===== src/rtl/crc_24_ble_pkg.sv =====
// ---------------------------------------------------------------------------
// crc_24_ble_pkg
// Shared constants for the BLE 24-bit CRC sequencer:
//   CRC_W        - CRC register width
//   BLE_POLY     - Galois feedback taps of x^24+x^10+x^9+x^6+x^4+x^3+x+1
//                  (the x^24 term is implicit)
//   BLE_ADV_INIT - CRC seed used on advertising channels
//   ST_*         - controller state encoding
// ---------------------------------------------------------------------------
package crc_24_ble_pkg;

  localparam int          CRC_W        = 24;
  localparam logic [23:0] BLE_POLY     = 24'h00065B;
  localparam logic [23:0] BLE_ADV_INIT = 24'h555555;

  // Controller states. They are kept as plain constants so that older
  // tools and netlist readers see a fixed 2-bit encoding.
  localparam logic [1:0] ST_IDLE   = 2'd0;
  localparam logic [1:0] ST_ACCEPT = 2'd1;
  localparam logic [1:0] ST_SHIFT  = 2'd2;
  localparam logic [1:0] ST_DONE   = 2'd3;

endpackage : crc_24_ble_pkg


===== src/rtl/crc_24_ble_ctrl_if.sv =====
// ---------------------------------------------------------------------------
// crc_24_ble_ctrl_if
// Byte stream from the link-layer packet buffer into the CRC sequencer.
//   s_data  - packet byte
//   s_valid - byte valid
//   s_last  - final byte of the packet (meaningful only at handshake)
//   s_ready - sink can take a byte; transfer when s_valid && s_ready
// Modports: master = packet buffer side, slave = CRC sequencer side.
// ---------------------------------------------------------------------------
interface crc_24_ble_ctrl_if;

  logic [7:0] s_data;
  logic       s_valid;
  logic       s_last;
  logic       s_ready;

  modport master (
    output s_data,
    output s_valid,
    output s_last,
    input  s_ready
  );

  modport slave (
    input  s_data,
    input  s_valid,
    input  s_last,
    output s_ready
  );

endinterface : crc_24_ble_ctrl_if


===== src/rtl/crc_24_ble_lfsr.sv =====
// ---------------------------------------------------------------------------
// crc_24_ble_lfsr
// Bit-serial Galois LFSR, one data bit per enabled clock.
//   clk_i   - clock, rising edge
//   rst_n_i - synchronous active-low reset, clears the register
//   load_i  - load init_i into the register (wins over en_i)
//   init_i  - seed value
//   en_i    - advance one step using data_i
//   data_i  - input data bit
//   crc_o   - current register contents
// Step: fb = crc[MSB] ^ d; crc <= {crc[MSB-1:0],0} ^ (fb ? POLY : 0)
// ---------------------------------------------------------------------------
module crc_24_ble_lfsr #(
  parameter int               WIDTH = 24,
  parameter logic [WIDTH-1:0] POLY  = 24'h00065B
) (
  input  logic             clk_i,
  input  logic             rst_n_i,
  input  logic             load_i,
  input  logic [WIDTH-1:0] init_i,
  input  logic             en_i,
  input  logic             data_i,
  output logic [WIDTH-1:0] crc_o
);

  logic [WIDTH-1:0] crc_reg;
  logic [WIDTH-1:0] crc_next;
  logic             fb;

  assign fb = crc_reg[WIDTH-1] ^ data_i;

  // Bit 0 receives only the feedback tap; every other bit is the shifted
  // neighbour, XORed with feedback where the polynomial has a tap.
  assign crc_next[0] = fb & POLY[0];

  generate
    for (genvar gi = 1; gi < WIDTH; gi++) begin : g_step
      assign crc_next[gi] = crc_reg[gi-1] ^ (fb & POLY[gi]);
    end
  endgenerate

  always_ff @(posedge clk_i) begin
    if (!rst_n_i) begin
      crc_reg <= '0;
    end else if (load_i) begin
      crc_reg <= init_i;
    end else if (en_i) begin
      crc_reg <= crc_next;
    end
  end

  assign crc_o = crc_reg;

endmodule : crc_24_ble_lfsr


===== src/rtl/crc_24_ble_ctrl.sv =====
// ---------------------------------------------------------------------------
// crc_24_ble_ctrl
// Byte-level sequencer around a bit-serial BLE CRC LFSR. Accepts a packet as
// a byte stream, seeds the LFSR per packet, shifts each byte LSB-first (one
// bit per clock, 9 cycles per byte) and reports the CRC plus a compare
// against an expected value.
//   clk_i      - clock, rising edge
//   rst_n_i    - synchronous active-low reset
//   start_i    - begin packet (IDLE only)
//   init_i     - LFSR seed, sampled with start_i
//   exp_crc_i  - expected CRC, sampled with start_i
//   abort_i    - abandon packet, back to IDLE, no done_o
//   s_bus      - byte stream (slave side)
//   busy_o     - high outside IDLE
//   done_o     - one-cycle pulse, CRC final
//   crc_o      - LFSR contents
//   crc_ok_o   - crc_o matched the expected CRC, valid with done_o
//   byte_cnt_o - bytes accepted in the current packet (wraps)
// ---------------------------------------------------------------------------
module crc_24_ble_ctrl
  import crc_24_ble_pkg::*;
#(
  parameter int               WIDTH = CRC_W,
  parameter logic [WIDTH-1:0] POLY  = BLE_POLY,
  parameter int               CNT_W = 16
) (
  input  logic                 clk_i,
  input  logic                 rst_n_i,
  input  logic                 start_i,
  input  logic [WIDTH-1:0]     init_i,
  input  logic [WIDTH-1:0]     exp_crc_i,
  input  logic                 abort_i,
  crc_24_ble_ctrl_if.slave     s_bus,
  output logic                 busy_o,
  output logic                 done_o,
  output logic [WIDTH-1:0]     crc_o,
  output logic                 crc_ok_o,
  output logic [CNT_W-1:0]     byte_cnt_o
);

  logic [1:0]       state_reg;
  logic [1:0]       state_next;
  logic [7:0]       byte_reg;
  logic             last_reg;
  logic [2:0]       bit_idx_reg;
  logic [CNT_W-1:0] byte_cnt_reg;
  logic [WIDTH-1:0] exp_reg;
  logic             ok_reg;

  logic             lfsr_load;
  logic             lfsr_en;
  logic             handshake;
  logic [WIDTH-1:0] crc;

  // Abort beats the handshake, so a byte presented in the abort cycle is
  // not consumed even though s_ready is up.
  assign handshake = (state_reg == ST_ACCEPT) && s_bus.s_valid && !abort_i;

  always_comb begin
    state_next = state_reg;
    lfsr_load  = 1'b0;
    lfsr_en    = 1'b0;
    case (state_reg)
      ST_IDLE: begin
        if (start_i && !abort_i) begin
          state_next = ST_ACCEPT;
          lfsr_load  = 1'b1;
        end
      end
      ST_ACCEPT: begin
        if (abort_i) begin
          state_next = ST_IDLE;
        end else if (s_bus.s_valid) begin
          state_next = ST_SHIFT;
        end
      end
      ST_SHIFT: begin
        if (abort_i) begin
          state_next = ST_IDLE;
        end else begin
          lfsr_en = 1'b1;
          if (bit_idx_reg == 3'd7) begin
            state_next = last_reg ? ST_DONE : ST_ACCEPT;
          end
        end
      end
      ST_DONE: begin
        state_next = ST_IDLE;
      end
      default: begin
        state_next = ST_IDLE;
      end
    endcase
  end

  always_ff @(posedge clk_i) begin
    if (!rst_n_i) begin
      state_reg    <= ST_IDLE;
      byte_reg     <= '0;
      last_reg     <= 1'b0;
      bit_idx_reg  <= '0;
      byte_cnt_reg <= '0;
      exp_reg      <= '0;
      ok_reg       <= 1'b0;
    end else begin
      state_reg <= state_next;

      if (state_reg == ST_IDLE && start_i && !abort_i) begin
        exp_reg      <= exp_crc_i;
        byte_cnt_reg <= '0;
        ok_reg       <= 1'b0;
      end

      if (handshake) begin
        byte_reg     <= s_bus.s_data;
        last_reg     <= s_bus.s_last;
        byte_cnt_reg <= byte_cnt_reg + 1'b1;
        bit_idx_reg  <= '0;
      end else if (lfsr_en) begin
        bit_idx_reg  <= bit_idx_reg + 1'b1;
      end

      if (state_reg == ST_DONE) begin
        ok_reg <= (crc == exp_reg);
      end
    end
  end

  crc_24_ble_lfsr #(
    .WIDTH (WIDTH),
    .POLY  (POLY)
  ) u_lfsr (
    .clk_i   (clk_i),
    .rst_n_i (rst_n_i),
    .load_i  (lfsr_load),
    .init_i  (init_i),
    .en_i    (lfsr_en),
    .data_i  (byte_reg[bit_idx_reg]),
    .crc_o   (crc)
  );

  assign s_bus.s_ready = (state_reg == ST_ACCEPT);
  assign busy_o        = (state_reg != ST_IDLE);
  assign done_o        = (state_reg == ST_DONE);
  assign crc_o         = crc;
  assign byte_cnt_o    = byte_cnt_reg;

  // In DONE the compare is shown directly so it lines up with done_o; the
  // registered copy taken on leaving DONE holds it through IDLE.
  assign crc_ok_o = (state_reg == ST_DONE) ? (crc == exp_reg) : ok_reg;

endmodule : crc_24_ble_ctrl


===== src/flat_wrapper.sv =====
// flat-port wrapper written by rule: the top's interface ports become plain ports
module crc_24_ble_ctrl_flat import crc_24_ble_pkg::*;
#(
  parameter int               WIDTH = CRC_W,
  parameter logic [WIDTH-1:0] POLY  = BLE_POLY,
  parameter int               CNT_W = 16
)
  (clk_i, rst_n_i, start_i, init_i, exp_crc_i, abort_i, busy_o, done_o, crc_o, crc_ok_o, byte_cnt_o, s_bus_s_data, s_bus_s_valid, s_bus_s_last, s_bus_s_ready);
  crc_24_ble_ctrl_if s_bus_i ();
  input  logic clk_i;
  input  logic rst_n_i;
  input  logic start_i;
  input  logic [WIDTH-1:0] init_i;
  input  logic [WIDTH-1:0] exp_crc_i;
  input  logic abort_i;
  output logic busy_o;
  output logic done_o;
  output logic [WIDTH-1:0] crc_o;
  output logic crc_ok_o;
  output logic [CNT_W-1:0] byte_cnt_o;
  input wire logic [$bits(s_bus_i.s_data)-1:0] s_bus_s_data;
  input wire logic [$bits(s_bus_i.s_valid)-1:0] s_bus_s_valid;
  input wire logic [$bits(s_bus_i.s_last)-1:0] s_bus_s_last;
  output wire logic [$bits(s_bus_i.s_ready)-1:0] s_bus_s_ready;
  assign s_bus_i.s_data = s_bus_s_data;
  assign s_bus_i.s_valid = s_bus_s_valid;
  assign s_bus_i.s_last = s_bus_s_last;
  assign s_bus_s_ready = s_bus_i.s_ready;
  crc_24_ble_ctrl #(.WIDTH(WIDTH), .POLY(POLY), .CNT_W(CNT_W)) u_core (.clk_i(clk_i), .rst_n_i(rst_n_i), .start_i(start_i), .init_i(init_i), .exp_crc_i(exp_crc_i), .abort_i(abort_i), .s_bus(s_bus_i), .busy_o(busy_o), .done_o(done_o), .crc_o(crc_o), .crc_ok_o(crc_ok_o), .byte_cnt_o(byte_cnt_o));
endmodule

===== config.mk =====
export PLATFORM = sky130hd
export DESIGN_NAME = crc_24_ble_ctrl_flat
export DESIGN_NICKNAME = d
export VERILOG_FILES = /design/src/rtl/crc_24_ble_pkg.sv /design/src/rtl/crc_24_ble_ctrl_if.sv /design/src/rtl/crc_24_ble_lfsr.sv /design/src/rtl/crc_24_ble_ctrl.sv /design/src/flat_wrapper.sv
export SDC_FILE = /design/constraint.sdc
export NUM_CORES = 1
export LEC_CHECK = 0
export BUFFER_PORTS_ARGS = -buffer_cell sky130_fd_sc_hd__buf_2
export CORE_MARGIN = 1.5
export CORE_UTILIZATION = 40
export DETAILED_ROUTE_END_ITERATION = 8
export HOLD_SLACK_MARGIN = 0.1
export SLEW_MARGIN = 20
export SYNTH_ARGS = -nofsm -noshare
export SYNTH_HDL_FRONTEND = slang
export SYNTH_SLANG_ARGS = --single-unit

===== constraint.sdc =====
create_clock -name clk_i -period 3.2 [get_ports clk_i]
set_clock_uncertainty 0.15 [all_clocks]
set_input_delay 0.48 -clock clk_i [delete_from_list [all_inputs] [get_ports clk_i]]
set_output_delay 0.48 -clock clk_i [all_outputs]
set_load 0.03 [all_outputs]

After elaboration in Yosys (flattened, before gate mapping)
Index checks and enable logic that the tools add are counted.
{"block": "op_classes", "addsub": 2, "magnitude_cmp": 1, "eq_ne": 8, "mux": 20, "n_bitwise": 8, "n_reduce_logical": 13}
{"operator": "$mux 24", "n": 2}
{"operator": "$mux 16", "n": 2}
{"operator": "$eq 24x24->1", "n": 1}
{"operator": "$add 16x1->16 const B", "n": 1}
{"operator": "$mux 2", "n": 6}
{"operator": "$mux 1", "n": 8}
{"operator": "$pmux 2 s4", "n": 1}
{"operator": "$reduce_bool 2->1", "n": 4}
{"operator": "$xor 1x1->1", "n": 7}
{"operator": "$logic_and 1x1->1", "n": 5}
{"operator": "$eq 2x2->1 const B", "n": 2}
{"operator": "$lt 3x4->1 const B", "n": 1}
{"operator": "$add 3x1->3 const B", "n": 1}
{"operator": "$bmux 1 s3", "n": 1}
{"operator": "$eq 3x3->1 const B", "n": 1}
{"operator": "$ne 3x2->1 const B", "n": 1}
{"operator": "$ne 3x3->1 const B", "n": 1}
{"operator": "$reduce_and 3->1", "n": 1}
{"operator": "$eq 2x1->1 const B", "n": 1}
{"operator": "$logic_not 2->1", "n": 1}
{"operator": "$ne 2x1->1 const B", "n": 1}
{"operator": "$reduce_or 2->1", "n": 1}
{"operator": "$logic_not 1->1", "n": 1}
{"operator": "$not 1->1", "n": 1}
{"block": "word_totals", "regBits": 79, "input_bits": 62, "out_inout_bits": 44, "word_cells": 60}

Longest topological paths before layout
{"block": "logic_depth", "ltp_word": 6, "ltp_mapped": 8, "ltp_nobuf": 6}

Cells and area by module
From an unflattened synthesis, not the netlist that was laid out.
{"block": "unflattened", "hier_cells": 434, "hier_area_um2": 3839.9}
{"module": "crc_24_ble_ctrl", "instances": 1, "cells_each": 310, "area_per_inst_um2": 2608.8, "seq_area_each_um2": 1101.1}
{"module": "crc_24_ble_lfsr", "instances": 1, "cells_each": 124, "area_per_inst_um2": 1231.2, "seq_area_each_um2": 480.5}

Least setup slack after synthesis
Ideal clock, no wire load.
{"block": "synth_path", "path_kind": "reg2out", "start": "register u_core.u_lfsr.crc_reg[23], in the netlist u_core.u_lfsr.crc_o[23]", "end": "output port crc_ok_o", "t_arrival_ps": 1406, "t_required_ps": 2570, "setup_slack_ps": 1164, "path_stages_with_launch": 6, "n_path_buf": 0, "cell_sequence": "dfxtp_1 > xnor2_1 > nand4_1 > nor3_1 > nand4_1 > nand2_1"}
{"block": "synth_between", "elab_chain_cells": 2}
{"item": "start: declaration", "line": "crc_24_ble_lfsr.sv:26", "rtl": "logic [WIDTH-1:0] crc_reg;"}
{"item": "start signal: assignment", "line": "crc_24_ble_lfsr.sv:46", "rtl": "crc_reg <= init_i;"}
{"item": "start signal: assignment", "line": "crc_24_ble_lfsr.sv:48", "rtl": "crc_reg <= crc_next;"}
{"item": "$eq 24x24->1", "line": "crc_24_ble_ctrl.sv:150", "rtl": "assign crc_ok_o = (state_reg == ST_DONE) ? (crc == exp_reg) : ok_reg;"}
{"item": "$mux 1", "line": "crc_24_ble_ctrl.sv:150"}
{"item": "end: declaration", "line": "flat_wrapper.sv:19", "rtl": "output logic crc_ok_o;"}
Every way passes these cells.

Worst setup path in the final report
{"block": "layout_path", "start": "register u_core.u_lfsr.crc_reg[3], in the netlist u_core.u_lfsr.crc_o[3]", "end": "output port crc_ok_o"}
Same word-level chain as after synthesis.

==> results.py <==
metrics = {
    "clock_tree": {
        "cts-resized-gates": 0,
        "cts_root_buffer": "clkbuf_8",
        "cts_setup_buffers": 0,
        "cts_tree": "done",
        "holdBufCountCts": 0,
        "cts_buffers": 9,
        "clk_latency_ps": 350,
        "clock-sinks": 79,
        "clkSlewWorstSetupHoldPaths_ps": 80,
        "clockBufferDepth": 2,
        "cts_max_level": 3,
    },
    "grt": {
        "grt_pass1_wl_um": 14700,
        "gr-total-overflow": 0,
        "antenna_found_initial": 0,
        "track_usage": 0.188,
        "grt_max_degree": 49,
        "grt_pass1_vias": 2987,
    },
    "sta": {
        "setup-violations-final": 0,
        "tns_ps": 0,
        "drv_slew": 0,
        "tightestPinTransition_ps": 644,
        "fin_crit_sh": 0.738,
        "fin_crit_ps": 2360,
        "fmax_mhz": 424,
        "max_slew_margin": 0.570,
        "hold_viol": 0,
        "rsz0062_at_grt": "no",
    },
    "logic_synthesis": {
        "synth_enable_flop_cells": 0,
        "yosys_warnings": 0,
        "syn_area_sq_mm": 0.00373,
        "ys_types": 40,
        "seq_area_frac_synth": 0.424,
        "synthArstFlopShare": 0,
        "synth_top_flop_cell": "dfxtp_1",
        "syn_nets": 498,
        "syn_area_per_cell_sq_um": 8.62,
        "synth-seq-cells": 79,
        "syn_inst": 433,
    },
    "cells_and_area": {
        "drive_gt1_frac": 0.256,
        "antenna_cells": 0,
        "areaGrowthSynthToFinish_pct": 22.8,
        "design_area_sq_mm": 0.00458,
        "fin_nets": 595,
    },
    "drt": {
        "drt_iter0_drc": 124,
        "ant_nets": 0,
        "vias_per_cell": 5.10,
        "wl_per_cell_um": 14.3,
        "routed_wl_um": 9210,
        "drc": 0,
        "dr.pass1.iters": 5,
        "vias": 3295,
    },
    "floorplanning": {
        "core_sq_mm": 0.00915,
        "fp.dieW_um": 99.6,
        "dieArea_sq_mm": 0.00992,
        "start_util": 0.408,
        "dieHeight_um": 99.6,
        "ios": 106,
        "num_rows": 35,
    },
    "min_path": {
        "min_path_type": "input port to flop",
    },
    "setup_path": {
        "cp_common_cell": "nand4_1",
        "cp_max_fo": 4,
        "worstPathRequired_ps": 2570,
        "crit_buf_inv": 1,
        "end_kind": "primary output",
        "crit_family": "simple AND/OR/NAND/NOR gates",
        "crit_chain": "xnor2_1, nand4_1, nor3_1, nand4_1, nand2_1, buf_2",
        "crit_path_start_kind": "flop",
        "crit_type": "flop to primary output",
        "max_stage_delay_ps": 420,
        "slowest_stage": "dfxtp_1",
        "worstPathArrival_ps": 1730,
    },
    "placed_design": {
        "dp_hpwl_um": 6630,
        "gp_congestion": 0.724,
        "io_buffers": 105,
        "dpl-instance-area_sq_mm": 0.00438,
    },
    "run": {
        "maxCapViolCount": 0,
    },
    "power_and_ir_drop": {
        "p_leak_uw": 0.00192,
        "power.density_mw_per_mm2": 448,
        "ir_worst_vdd_v": 0.000215,
    },
    "outcome": {
        "status": "completed",
    },
}
[final cells by class]
cell class,count,area [sq um]
fillers,935,4570
repair buffers,113,586
clock buffers,11,151
multi-input cells,324,2060
flip-flops and latches,79,1580
clock inverters,5,56.3
well taps,111,139
inverters,3,11.3
[path summary, 6_finish.rpt]
path / slack, ps / cells after the start / end / from
worst max-delay path: 840 / 6 / crc_ok_o / u_core.u_lfsr.crc_o[3]
worst max register to register: 1120 / 5 / u_core.u_lfsr.crc_o[3] / u_core.bit_idx_reg[0]
worst min-delay path: 220 / 3 / u_core.exp_reg[18] / exp_crc_i[18]
worst min register to register: 310 / 2 / u_core.byte_reg[0] / u_core.byte_reg[0]
[stage by stage]
step	utilization	total power [uW]	instances	hold slack (ps)	worst slack [ps]
floorplan	-	1220	433	289	1160
global placement	0.478	1320	630	301	1110
detailed placement	0.478	1320	630	305	1100
CTS	0.501	2080	646	207	806
global route	0.501	2150	646	227	635
finish	0.501	2050	646	223	839
[cell usage after synthesis (4+ instances only)]
cell / count / area share
buf_2: 7 / 0.0094
dfxtp_1: 79 / 0.42
nand4_1: 7 / 0.012
a22oi_1: 17 / 0.034
nand2_1: 109 / 0.11
a21boi_0: 53 / 0.11
a22o_1: 7 / 0.016
and2_1: 7 / 0.012
o21ai_1: 6 / 0.0080
a21oi_1: 5 / 0.0067
mux2i_1: 7 / 0.019
nor3_1: 4 / 0.0054
nand3_1: 13 / 0.017
nor2_1: 15 / 0.015
clkbuf_1: 20 / 0.020
o21ai_0: 8 / 0.011
xor2_1: 16 / 0.038
xnor2_1: 19 / 0.045
[where the power goes]
group	internal, uW	switching [uW]	total (uW)	leakage [uW]
sequential	1010	32.8	1050	0.000642
clock	402	358	759	0.000105
combinational	107	141	248	0.00117
total	1520	532	2050	0.00192
[routing by layer]
metal	GRT usage	routed length (um)	up-vias	share of wire
li1	-	-	1684	-
met1	0.261	4490	1520	0.49
met2	0.292	4300	84	0.47
met3	0.0309	360	7	0.039
met4	0.0726	64	0	0.0069
met5	0	0	-	0
[worst reg2reg max path: cells and delay by family (launching register included)]
kind            cells  cell delay (ps)
compound gates      1               70
flops               1              410
mux                 2              850
xor+xnor            2              490
[logic make-up (layout without fill, tap and decap cells)]
group	Yosys count	after routing	share of synthesized area
muxes	10	10	0.0389
buffers and inverters	30	132	0.0325
adders and majority gates	3	3	0.0101
DFF	79	79	0.424
AOI/OAI and AO/OA	101	101	0.193
xor gates and xnor gates	36	36	0.0895
and+or+nand+nor	174	174	0.212
[cells in the final DEF (no fill, tap or decap), types with 3 or more instances in the layout]
cell	count
a22oi_1	17
nor3_1	4
nor2_1	15
buf_2	105
buf_4	8
xor2_1	16
dfxtp_1	79
nand2_1	109
mux2i_1	7
a22o_1	7
and2_1	7
xnor2_1	19
a21oi_1	5
ha_1	3
nand4_1	7
a21boi_0	53
nand3_1	13
clkbuf_8	11
o21ai_1	6
inv_1	3
o21ai_0	8
(Power assumes the default switching activity.)
